## config.mk

```make
export PLATFORM = sky130hd
export DESIGN_NAME = perf_cnt_sched
export DESIGN_NICKNAME = d
export VERILOG_FILES = /design/src/rtl/perf_cnt_pkg.sv /design/src/rtl/perf_cnt_sched_rr_arbiter.sv /design/src/rtl/perf_cnt_sched.sv
export SDC_FILE = /design/constraint.sdc
export NUM_CORES = 1
export LEC_CHECK = 0
export ABC_AREA = 1
export BUFFER_PORTS_ARGS = -buffer_cell sky130_fd_sc_hd__buf_2
export CELL_PAD_IN_SITES_DETAIL_PLACEMENT = 1
export CELL_PAD_IN_SITES_GLOBAL_PLACEMENT = 2
export CORE_UTILIZATION = 35
export DETAILED_ROUTE_END_ITERATION = 10
export HOLD_SLACK_MARGIN = 0.15
export PLACE_DENSITY = 0.93
export SLEW_MARGIN = 20
export SYNTH_ARGS = -nofsm -noshare
export SYNTH_HDL_FRONTEND = slang
export SYNTH_HIERARCHICAL = 1
export SYNTH_SLANG_ARGS = --single-unit
```

## constraint.sdc

```tcl
create_clock -name clk -period 4.2 [get_ports clk]
set_clock_uncertainty 0.15 [all_clocks]
set_input_delay 0.21 -clock clk [delete_from_list [all_inputs] [get_ports clk]]
set_output_delay 0.21 -clock clk [all_outputs]
set_load 0.05 [all_outputs]
```

## src/rtl/perf_cnt_pkg.sv

```systemverilog
// Shared types and helpers for the performance-counter read scheduler.
package perf_cnt_pkg;

    // Transaction FSM: waiting for a request, or presenting a response.
    typedef enum logic [0:0] {
        IDLE = 1'b0,
        RESP = 1'b1
    } state_e;

    // Default build-time configuration.
    localparam int DEF_CNT_W = 4;
    localparam int DEF_N_CNT = 4;
    localparam int DEF_N_REQ = 2;
    localparam int DEF_IDX_W = 2;

    // Round-robin pointer after a grant: the requester just above the winner,
    // wrapping back to zero past the last requester.
    function automatic int unsigned rr_next_ptr(input int unsigned grant,
                                                input int unsigned n_req);
        int unsigned nxt;
        if (grant + 32'd1 >= n_req) begin
            nxt = 32'd0;
        end else begin
            nxt = grant + 32'd1;
        end
        return nxt;
    endfunction

endpackage

```

## src/rtl/perf_cnt_sched_rr_arbiter.sv

```systemverilog
// Combinational round-robin arbiter: one-hot grant to the first active
// request at or above the pointer, scanning upward with wrap-around.
module rr_arbiter #(
    parameter int N_REQ = 2,
    parameter int ID_W  = 1
) (
    input  logic [N_REQ-1:0] req,
    input  logic [ID_W-1:0]  ptr,
    output logic [N_REQ-1:0] gnt,
    output logic [ID_W-1:0]  gnt_id,
    output logic             gnt_any
);

    logic            found_s;
    logic [ID_W-1:0] cand_s;

    // Priority scan starting at the pointer; first hit wins.
    always_comb begin
        gnt     = '0;
        gnt_id  = '0;
        found_s = 1'b0;
        cand_s  = '0;
        for (int k = 0; k < N_REQ; k++) begin
            cand_s = ID_W'((int'(ptr) + k) % N_REQ);
            if (!found_s && req[cand_s]) begin
                gnt[cand_s] = 1'b1;
                gnt_id      = cand_s;
                found_s     = 1'b1;
            end else begin
                found_s = found_s;
            end
        end
        gnt_any = found_s;
    end

endmodule

```

## src/rtl/perf_cnt_sched.sv

```systemverilog
// Event counter bank with read-and-clear access shared by several software
// requesters. A round-robin arbiter picks one read at a time; the snapshot
// is returned on a valid/ready response channel one cycle after acceptance.
module perf_cnt_sched
    import perf_cnt_pkg::*;
#(
    parameter  int CNT_W = DEF_CNT_W,
    parameter  int N_CNT = DEF_N_CNT,
    parameter  int N_REQ = DEF_N_REQ,
    parameter  int IDX_W = DEF_IDX_W,
    localparam int ID_W  = (N_REQ > 1) ? $clog2(N_REQ) : 1
) (
    input  logic                   clk,
    input  logic                   reset_n,
    input  logic [N_CNT-1:0]       evt_i,
    input  logic [N_REQ-1:0]       req_valid_i,
    input  logic [N_REQ*IDX_W-1:0] req_idx_i,
    output logic [N_REQ-1:0]       req_ready_o,
    output logic                   rsp_valid_o,
    output logic [ID_W-1:0]        rsp_id_o,
    output logic [CNT_W-1:0]       rsp_data_o,
    output logic                   rsp_ovf_o,
    input  logic                   rsp_ready_i
);

    state_e           state_r;
    state_e           state_nx_s;
    logic [ID_W-1:0]  ptr_r;
    logic [CNT_W-1:0] cnt_r [N_CNT];
    logic [N_CNT-1:0] ovf_r;

    logic [N_REQ-1:0] gnt_s;
    logic [ID_W-1:0]  gnt_id_s;
    logic             gnt_any_s;
    logic [N_REQ-1:0] req_ready_s;
    logic             accept_s;
    logic [IDX_W-1:0] acc_idx_s;
    logic             acc_hit_s;
    logic [CNT_W-1:0] acc_data_s;
    logic             acc_ovf_s;

    logic             rsp_valid_r;
    logic [ID_W-1:0]  rsp_id_r;
    logic [CNT_W-1:0] rsp_data_r;
    logic             rsp_ovf_r;

    rr_arbiter #(
        .N_REQ (N_REQ),
        .ID_W  (ID_W)
    ) u_arb (
        .req     (req_valid_i),
        .ptr     (ptr_r),
        .gnt     (gnt_s),
        .gnt_id  (gnt_id_s),
        .gnt_any (gnt_any_s)
    );

    // Grant is only offered while idle and out of reset.
    always_comb begin
        req_ready_s = '0;
        case (state_r)
            IDLE: begin
                if (reset_n && gnt_any_s) begin
                    req_ready_s = gnt_s;
                end else begin
                    req_ready_s = '0;
                end
            end
            RESP:    req_ready_s = '0;
            default: req_ready_s = '0;
        endcase
    end

    assign accept_s    = |(req_valid_i & req_ready_s);
    assign acc_idx_s   = req_idx_i[int'(gnt_id_s)*IDX_W +: IDX_W];
    assign acc_hit_s   = (int'(acc_idx_s) < N_CNT);
    assign req_ready_o = req_ready_s;

    // Snapshot of the selected counter; out-of-range indices read as zero.
    always_comb begin
        acc_data_s = '0;
        acc_ovf_s  = 1'b0;
        for (int i = 0; i < N_CNT; i++) begin
            if (acc_hit_s && (int'(acc_idx_s) == i)) begin
                acc_data_s = cnt_r[i];
                acc_ovf_s  = ovf_r[i];
            end else begin
                acc_data_s = acc_data_s;
                acc_ovf_s  = acc_ovf_s;
            end
        end
    end

    // Next-state: accept moves to RESP, consumer ready returns to IDLE.
    always_comb begin
        state_nx_s = state_r;
        case (state_r)
            IDLE: begin
                if (accept_s) begin
                    state_nx_s = RESP;
                end else begin
                    state_nx_s = IDLE;
                end
            end
            RESP: begin
                if (rsp_ready_i) begin
                    state_nx_s = IDLE;
                end else begin
                    state_nx_s = RESP;
                end
            end
            default: state_nx_s = IDLE;
        endcase
    end

    // Counter bank: count events, clear the accepted counter but keep the
    // event arriving in the clear cycle, and track sticky wrap flags.
    always_ff @(posedge clk or negedge reset_n) begin
        if (!reset_n) begin
            for (int i = 0; i < N_CNT; i++) begin
                cnt_r[i] <= '0;
            end
            ovf_r <= '0;
        end else begin
            for (int i = 0; i < N_CNT; i++) begin
                if (accept_s && acc_hit_s && (int'(acc_idx_s) == i)) begin
                    cnt_r[i] <= CNT_W'(evt_i[i]);
                    ovf_r[i] <= 1'b0;
                end else begin
                    cnt_r[i] <= cnt_r[i] + CNT_W'(evt_i[i]);
                    if (evt_i[i] && (&cnt_r[i])) begin
                        ovf_r[i] <= 1'b1;
                    end else begin
                        ovf_r[i] <= ovf_r[i];
                    end
                end
            end
        end
    end

    // FSM state, round-robin pointer and registered response channel.
    always_ff @(posedge clk or negedge reset_n) begin
        if (!reset_n) begin
            state_r     <= IDLE;
            ptr_r       <= '0;
            rsp_valid_r <= 1'b0;
            rsp_id_r    <= '0;
            rsp_data_r  <= '0;
            rsp_ovf_r   <= 1'b0;
        end else begin
            state_r     <= state_nx_s;
            rsp_valid_r <= (state_nx_s == RESP);
            if (accept_s) begin
                ptr_r      <= ID_W'(rr_next_ptr(32'(gnt_id_s), 32'(N_REQ)));
                rsp_id_r   <= gnt_id_s;
                rsp_data_r <= acc_data_s;
                rsp_ovf_r  <= acc_ovf_s;
            end else begin
                ptr_r      <= ptr_r;
                rsp_id_r   <= rsp_id_r;
                rsp_data_r <= rsp_data_r;
                rsp_ovf_r  <= rsp_ovf_r;
            end
        end
    end

    assign rsp_valid_o = rsp_valid_r;
    assign rsp_id_o    = rsp_id_r;
    assign rsp_data_o  = rsp_data_r;
    assign rsp_ovf_o   = rsp_ovf_r;

endmodule

```

* Word-level counts from Yosys, hierarchy flattened
Index checks and enable logic that the tools add are counted.
** Operators by class
- Add/subtract/negate cells :: 6
- Divide/modulo/power cells :: 0
- $mul :: 0
- Reductions and logical operators :: 23
- Equal/unequal tests :: 3
- Order comparisons :: 5
- Mux-type cells :: 40
- Shift-type cells :: 1
- Bitwise operators :: 3
** Operators by type and width (count)
- 2-to-1 mux 4 bit :: 8
- 2-to-1 mux 1 bit :: 25
- adder 4 x 1 -> 4 bit :: 4
- AND reduction 4 bit :: 4
- logical AND 1 bit :: 12
- nonzero test 2 bit :: 4
- 2-to-1 mux 2 bit :: 3
- == test 2 bit (second input constant) :: 2
- less-than comparator 1 x 2 -> 1 bit (second input constant) :: 2
- case mux 2 bit (2 select lines) :: 1
- variable part select 4 x 3 -> 2 bit :: 1
- adder 1 x 1 -> 2 bit (second input constant) :: 1
- AND 2 bit :: 1
- demux 1 bit (select 1 bit) :: 2
- == test 2 x 1 -> 1 bit (second input constant) :: 1
- greater-or-equal comparator 1 bit (second input constant) :: 2
- greater-or-equal comparator 2 bit (second input constant) :: 1
- logical NOT 2 bit :: 1
- OR 2 bit :: 1
- case mux 1 bit (2 select lines) :: 1
- OR reduction 2 bit :: 1
- adder 1 bit (second input constant) :: 1
- logical NOT 1 bit :: 1
- inverter 1 bit :: 1
** Storage, ports and cells
- Memories kept :: 0
- Latch bits :: 0
- Flip-flop bits (word level) :: 28
- Bits of input ports :: 13
- Bits in writable memories :: 0
- Bits in read-only memories :: 0
- Output and inout bits :: 9

* Depth between registers and ports, before layout
Gate-level depths: netlist (run 1).
- Depth after elaboration :: 13
- Mapped depth :: 13
- Mapped depth without buffers :: 12

* Hierarchy
Netlist (run 1), hierarchy kept.
** Modules (own cells, without submodules)
- perf_cnt_sched :: area each 1564.0 um^2, instances 1, cells each 196, sequential area each 700.7 um^2
- rr_arbiter :: area each 55.1 um^2, instances 1, cells each 14, sequential area each 0.0 um^2

* Worst setup path before layout (run 1)
No wires, ideal clock.
- Path type :: reg-to-output
- Start :: reg rsp_valid_o (netlist name)
- End :: out req_ready_o[0]
- Required time :: 3.840 ns
- Path buffers :: 0
- Path slack :: 2.083 ns
- Data arrival time :: 1.757 ns
- Cell stages (with the launch flop) :: 2
- Cell sequence :: dfrtp_1 > nor3_1
** RTL lines
- end, declared :: line perf_cnt_sched.sv:18 : output logic [N_REQ-1:0] req_ready_o,

* Final worst setup path (run 1)
- Start :: in reset_n
- End :: reg cnt_r[3] (netlist name)
** On the way
- Word-level cells in the longest chain between the ends :: 7
** Ends and longest elaborated chain
- start, declared :: line perf_cnt_sched.sv:14 : input logic reset_n,
- logical AND 1 bit :: line perf_cnt_sched.sv:63 : if (reset_n && gnt_any_s) begin
- 2-to-1 mux 2 bit :: line perf_cnt_sched.sv:63
- case mux 2 bit (2 select lines) :: line perf_cnt_sched.sv:61 : case (state_r)
- AND 2 bit :: line perf_cnt_sched.sv:74 : assign accept_s = |(req_valid_i & req_ready_s);
- OR reduction 2 bit :: line perf_cnt_sched.sv:74
- logical AND 1 bit :: line perf_cnt_sched.sv:126 : if (accept_s && acc_hit_s && (int'(acc_idx_s) == i)) begin
- 2-to-1 mux 4 bit :: line perf_cnt_sched.sv:126
- end signal, assigned by index :: line perf_cnt_sched.sv:127 : cnt_r[i] <= CNT_W'(evt_i[i]);
- end signal, assigned by index :: line perf_cnt_sched.sv:130 : cnt_r[i] <= cnt_r[i] + CNT_W'(evt_i[i]);
- end, declared :: line perf_cnt_sched.sv:29 : logic [CNT_W-1:0] cnt_r [N_CNT];
Every way passes these cells.
A chain may end at the register's enable or synchronous reset.

==> results.sh, run 1 <==
export IMPL_core_sq_um=4414
export IMPL_ys_seq_area_frac=0.4328
export IMPL_worst_slew_pin_slew_ns=0.6443
export IMPL_tns_ns=0
export IMPL_grt_pass1_vias=1351
export IMPL_area_growth_pct=15.77
export IMPL_routed_via_count=1396
export IMPL_clock_path_buffers=2
export IMPL_tritoncts_num_buffers=3
export IMPL_setup_viol=0
export IMPL_die_w_um=70.02
export IMPL_mostFrequentLayoutCells="nand2_1 (52), nor2_1 (33), inv_1 (29)"
export IMPL_fin_area_sq_um=1874
export IMPL_fmax_ghz=0.4252
export IMPL_place_area_sq_um=1759
export IMPL_gr_total_overflow=0
export IMPL_htree_levels=1
export IMPL_nFillCells=569
export IMPL_io_buffers=21
export IMPL_cp_common_cell="nand2_1"
export IMPL_ctsResizeCount=0
export IMPL_finalHoldViolations=0
export IMPL_synth_seq_cells=28
export IMPL_cp_max_fo=29
export IMPL_status="finished clean"
export IMPL_num_antenna_cells=0
export IMPL_num_io_pins=22
export IMPL_grt_usage=0.1558
export IMPL_wl_mm=3.516
export IMPL_cts_root_buf="clkbuf_8"
export IMPL_hold_path_class="input port to register"
export IMPL_syn_inst=210
export IMPL_route_detailed_drc=0
export IMPL_crit_family="buffers and inverters"
export IMPL_ff_latch_area_sq_um=700.7
export IMPL_antenna_found_initial=0
export IMPL_synth_distinct_cells=21
export IMPL_ir_drop_uv=175.2
export IMPL_ys_warn_count=6
export IMPL_drv_cap=0
export IMPL_cp_required_ns=4.22
export IMPL_crit_path_end_kind="register"
export IMPL_synth_nets=231
export IMPL_critical_path_slowest_cell="buf_2"
export IMPL_cp_arrival_ns=2.37
export IMPL_num_rows=24
export IMPL_grt_max_degree=30
export IMPL_avgSynthCellArea_sq_um=7.710
export IMPL_drt_pass1_iterations=4
export IMPL_die_height_um=70.02
export IMPL_wl_per_cell_um=12.12
export IMPL_fin_crit_ns=2.352
export IMPL_min_period_over_period=0.5600
export IMPL_clkTransAtPathRegs_ns=0.10
export IMPL_final_common_cell="nand2_1"
export IMPL_multi_input_area_sq_um=772.0
export IMPL_startpoint_type="input port"
export IMPL_grt_pass1_wl_mm=6.058
export IMPL_clock_sinks=28
export IMPL_clkLatencyLatePin_ns=0.28
export IMPL_initial_utilization=0.3668
export IMPL_gp_congestion=0.7477
export IMPL_nets=260
export IMPL_initialDrtViolationCount=57
export IMPL_dieArea_sq_um=4902
export IMPL_critical_path_class="input port to register"
export IMPL_ant_nets=0
export IMPL_hpwl_mm=2.707
export IMPL_p_leak_nw=1.040
export IMPL_rsz0062_at_grt="false"
export IMPL_drive_above_1_share=0.1555
export IMPL_cts_tree="yes"
export IMPL_netlist_area_sq_um=1619
export IMPL_p_per_area_nw_per_um2=647.9
export IMPL_cp_num_buf_inv=4
export IMPL_vias_per_cell=4.814
export IMPL_slew_headroom=0.5705
export IMPL_slew_violations=0
export IMPL_path_cells="dlygate4sd3_1, buf_2, nand2_1, inv_1, nand3_1, nand2_1, nand2_1, inv_1, nor2_1"
export IMPL_max_stage_delay_ns=0.53
metal layers:
layer / GRT usage / wire, um / up-vias / share of wire
met5: 0 / 0 / - / 0
met4: 0.06222 / 72 / 0 / 0.020
met3: 0.02597 / 117 / 7 / 0.033
met2: 0.2543 / 1676 / 27 / 0.48
li1: - / - / 710 / -
met1: 0.2055 / 1649 / 652 / 0.47
kinds of logic after synthesis:
family	Yosys count	synth area share
and+or+nand+nor	123	0.3377
xor gates and xnor gates	8	0.04327
DFF	28	0.4328
adders and majority gates	8	0.06183
buffers and inverters	34	0.09042
AOI/OAI and AO/OA	9	0.03401
synthesized netlist by cell type:
library cell | number | area share
buf_4 | 1 | 0.0046
buf_6 | 2 | 0.014
dfrtp_1 | 28 | 0.43
ha_1 | 8 | 0.062
inv_1 | 29 | 0.067
inv_2 | 2 | 0.0046
nand2_1 | 52 | 0.12
nand2_2 | 5 | 0.019
nand2_4 | 1 | 0.0070
nand3_1 | 17 | 0.053
nand3b_1 | 7 | 0.032
nand4_1 | 4 | 0.015
nor2_1 | 33 | 0.077
nor2_2 | 2 | 0.0077
nor3_1 | 2 | 0.0062
o21a_1 | 1 | 0.0046
o21ai_0 | 2 | 0.0062
o21ai_1 | 4 | 0.012
o21ai_2 | 2 | 0.011
xnor2_1 | 4 | 0.022
xor2_1 | 4 | 0.022
area by class of cell:
cell class | instances | share of cell area
inverters | 31 | 0.06208
well taps | 52 | 0.03471
clock buffers | 4 | 0.02937
flip-flops and latches | 28 | 0.3738
repair buffers | 27 | 0.08812
multi-input cells | 148 | 0.4119
registers in the layout, summed over array words and instances (netlist names):
name / flops
cnt_r: 16
ovf_r: 4
rsp_valid_o: 1
rsp_data_o: 4
rsp_id_o: 1
rsp_ovf_o: 1
ptr_r: 1
power breakdown:
part | leakage (nW) | internal (mW) | total [mW] | switching (mW)
logic | 0.668 | 0.195 | 0.527 | 0.333
clock network | 0.0288 | 0.0840 | 0.168 | 0.0836
registers | 0.343 | 0.400 | 0.519 | 0.120
repair_timing:
item	4_1_cts	5_1_grt
setup buffers	0	0
hold buffers	6	0
hold endpoints to repair	34	0
worst reg2reg max path: stages, from the launching register on:
cell	delay, ns
dfrtp_1	0.44
nor2_2	0.17
nor2_1	0.05
nand2_1	0.06
nand2_1	0.08
inv_1	0.11
nand3_1	0.08
nand2_1	0.33
nand2_1	0.18
inv_1	0.18
nor2_1	0.06
metrics by stage:
stage                     instances  worst slack (ns)  hold WS (ns)  total power [mW]  utilization
after floorplan                 210             2.083       -0.2356            0.9159            -
after CTS                       290             1.780        0.3050             1.226       0.4246
after detailed placement        280             2.032        0.1251             1.053       0.3985
after global placement          280             2.109        0.1131             1.030       0.3985
after global routing            290             1.558        0.3486             1.316       0.4246
final                           290             1.848        0.2922             1.214       0.4246
path summary, 6_finish.rpt:
kind / end / slack (ns) / depth (start not counted) / startpoint
hold reg to reg: rsp_data_o[2] / 0.33 / 2 / rsp_data_o[2]
max in group asynchronous: cnt_r[8] / 3.14 / 2 / reset_n
setup reg to reg: cnt_r[3] / 2.23 / 10 / ptr_r
hold / removal: rsp_id_o / 0.29 / 5 / req_valid_i[1]
min in group asynchronous: rsp_ovf_o / 0.34 / 2 / reset_n
setup / recovery: cnt_r[3] / 1.85 / 9 / reset_n
Power figures use the tool's default switching activity.
==> inputs of run 2 (changes only) <==
--- a/config.mk
+++ b/config.mk
@@ -9,10 +9,10 @@
 export BUFFER_PORTS_ARGS = -buffer_cell sky130_fd_sc_hd__buf_2
 export CELL_PAD_IN_SITES_DETAIL_PLACEMENT = 1
 export CELL_PAD_IN_SITES_GLOBAL_PLACEMENT = 2
-export CORE_UTILIZATION = 35
+export CORE_UTILIZATION = 33
 export DETAILED_ROUTE_END_ITERATION = 10
 export HOLD_SLACK_MARGIN = 0.15
-export PLACE_DENSITY = 0.93
+export PLACE_DENSITY = 0.89
 export SLEW_MARGIN = 20
 export SYNTH_ARGS = -nofsm -noshare
 export SYNTH_HDL_FRONTEND = slang
==> constraint.sdc (replaced) <==
create_clock -name clk -period 2.38 [get_ports clk]
set_clock_uncertainty 0.15 [all_clocks]
set_input_delay 0.119 -clock clk [delete_from_list [all_inputs] [get_ports clk]]
set_output_delay 0.119 -clock clk [all_outputs]
set_load 0.05 [all_outputs]
==> run 2 against run 1 <==
Effect of this change:
- sequential power increased by 76%
- total power up 84%
- die area up 5.9%
- critical path depth did not move
- largest cell class unchanged
- non-clock buffer count up 1
==> results.sh, run 2 (synthesis gave the netlist of run 1 again) <==
export IMPL_grt_max_degree=29
export IMPL_core_sq_um=4723
export IMPL_slew_headroom=0.7288
export IMPL_initial_utilization=0.3428
export IMPL_fin_crit_ns=1.945
export IMPL_slew_violations=0
export IMPL_vias_per_cell=4.503
export IMPL_die_w_um=72.05
export IMPL_cp_common_cell="nor2_1"
export IMPL_wl_mm=3.665
export IMPL_die_height_um=72.05
export IMPL_drv_cap=0
export IMPL_cp_required_ns=2.42
export IMPL_max_stage_delay_ns=0.44
export IMPL_ant_nets=0
export IMPL_clkTransAtPathRegs_ns=0.10
export IMPL_ir_drop_uv=344.4
export IMPL_setup_viol=0
export IMPL_crit_family="simple AND/OR/NAND/NOR gates"
export IMPL_dieArea_sq_um=5190
export IMPL_hold_path_class="input port to register"
export IMPL_fmax_ghz=0.5143
export IMPL_nets=261
export IMPL_tritoncts_num_buffers=3
export IMPL_gp_congestion=0.7031
export IMPL_path_depth=9
export IMPL_clock_sinks=28
export IMPL_worstRegToRegCells=9
export IMPL_num_antenna_cells=0
export IMPL_tns_ns=0
export IMPL_routed_via_count=1378
export IMPL_startpoint_type="register"
export IMPL_path_cells="nor2_2, nor2_1, inv_2, nand2_2, nand2_2, nor2_1, nand2_1, inv_1, nor2_1"
export IMPL_largest_reg_flops=16
export IMPL_gr_total_overflow=0
export IMPL_p_per_area_nw_per_um2=1167
export IMPL_cp_arrival_ns=1.99
export IMPL_critical_path_slowest_cell="dfrtp_1"
export IMPL_route_detailed_drc=0
export IMPL_largest_register="cnt_r"
export IMPL_io_buffers=21
export IMPL_grt_pass1_wl_mm=6.555
export IMPL_htree_levels=1
export IMPL_post_cts_setup_buffers=0
export IMPL_antenna_found_initial=0
export IMPL_cts_hold_buf=6
export IMPL_hpwl_mm=2.746
export IMPL_drive_above_1_share=0.1590
export IMPL_area_growth_pct=18.39
export IMPL_pre_cts_slack_ns=0.4229
export IMPL_num_io_pins=22
export IMPL_worst_slew_pin_slew_ns=0.4053
export IMPL_min_period_over_period=0.8170
export IMPL_mostFrequentLayoutCells="nand2_1 (52), nor2_1 (33), inv_1 (29)"
export IMPL_clock_path_buffers=2
export IMPL_final_common_cell="nand2_1"
export IMPL_hold_path_depth=5
export IMPL_status="finished clean"
export IMPL_ctsResizeCount=0
export IMPL_fin_ws_ns=0.4355
export IMPL_rsz0062_at_grt="false"
export IMPL_wl_per_cell_um=11.98
export IMPL_critical_path_class="register to register"
export IMPL_grt_usage=0.1638
export IMPL_num_rows=25
export IMPL_finalHoldViolations=0
export IMPL_drt_pass1_iterations=4
export IMPL_cts_root_buf="clkbuf_8"
export IMPL_r2r_setup_slack_ns=0.44
export IMPL_cp_max_fo=12
export IMPL_cp_num_buf_inv=2
export IMPL_crit_path_end_kind="register"
export IMPL_p_leak_nw=1.051
export IMPL_initialDrtViolationCount=51
export IMPL_grt_pass1_vias=1455
export IMPL_cts_tree="yes"
export IMPL_clkLatencyLatePin_ns=0.29
export IMPL_nFillCells=610
## run 2: area by class of cell
type | count | area (sq um) | area share
Multi-Input combinational cell | 148 | 772.0 | 0.4027
Timing Repair Buffer | 28 | 172.7 | 0.09008
Inverter | 31 | 116.4 | 0.06071
Sequential cell | 28 | 700.7 | 0.3655
Clock inverter | 1 | 30.03 | 0.01567
Tap cell | 67 | 83.83 | 0.04373
Clock buffer | 3 | 41.29 | 0.02154
## run 2: per-layer routing
metal,share of wire,wire length [um],GRT usage
met1,0.49,1802,0.2091
met2,0.47,1718,0.2799
met3,0.023,85,0.02639
met4,0.016,59,0.06100
met5,0,0,0
## run 2: worst paths after layout
check,startpoint,to
max,ptr_r,cnt_r[14]
min,req_valid_i[1],rsp_id_o
max reg2reg,ptr_r,cnt_r[14]
min reg2reg,rsp_ovf_o,rsp_ovf_o
max in group asynchronous,reset_n,cnt_r[11]
min in group asynchronous,reset_n,rsp_data_o[3]
## run 2: report_power, final
part	internal [mW]	total (mW)	switching [mW]
registers	0.705	0.915	0.210
logic	0.343	0.927	0.584
clock network	0.226	0.395	0.169
## run 2: worst reg2reg max path, stage by stage, from the launching register on
cell	delay (ns)
dfrtp_1	0.44
nor2_2	0.08
nor2_1	0.33
inv_2	0.12
nand2_2	0.10
nand2_2	0.17
nor2_1	0.15
nand2_1	0.10
inv_1	0.16
nor2_1	0.06
## run 2: stage by stage
step	total power, mW	utilization	cell area, sq um	hold slack (ns)	instances
floorplan	1.616	-	1619	-0.3266	210
global placement	1.832	0.3780	1785	0.04932	296
detailed placement	1.857	0.3780	1785	0.05259	296
CTS	2.268	0.4058	1917	0.1807	306
global route	2.420	0.4058	1917	0.2599	306
finish	2.237	0.4058	1917	0.1790	306
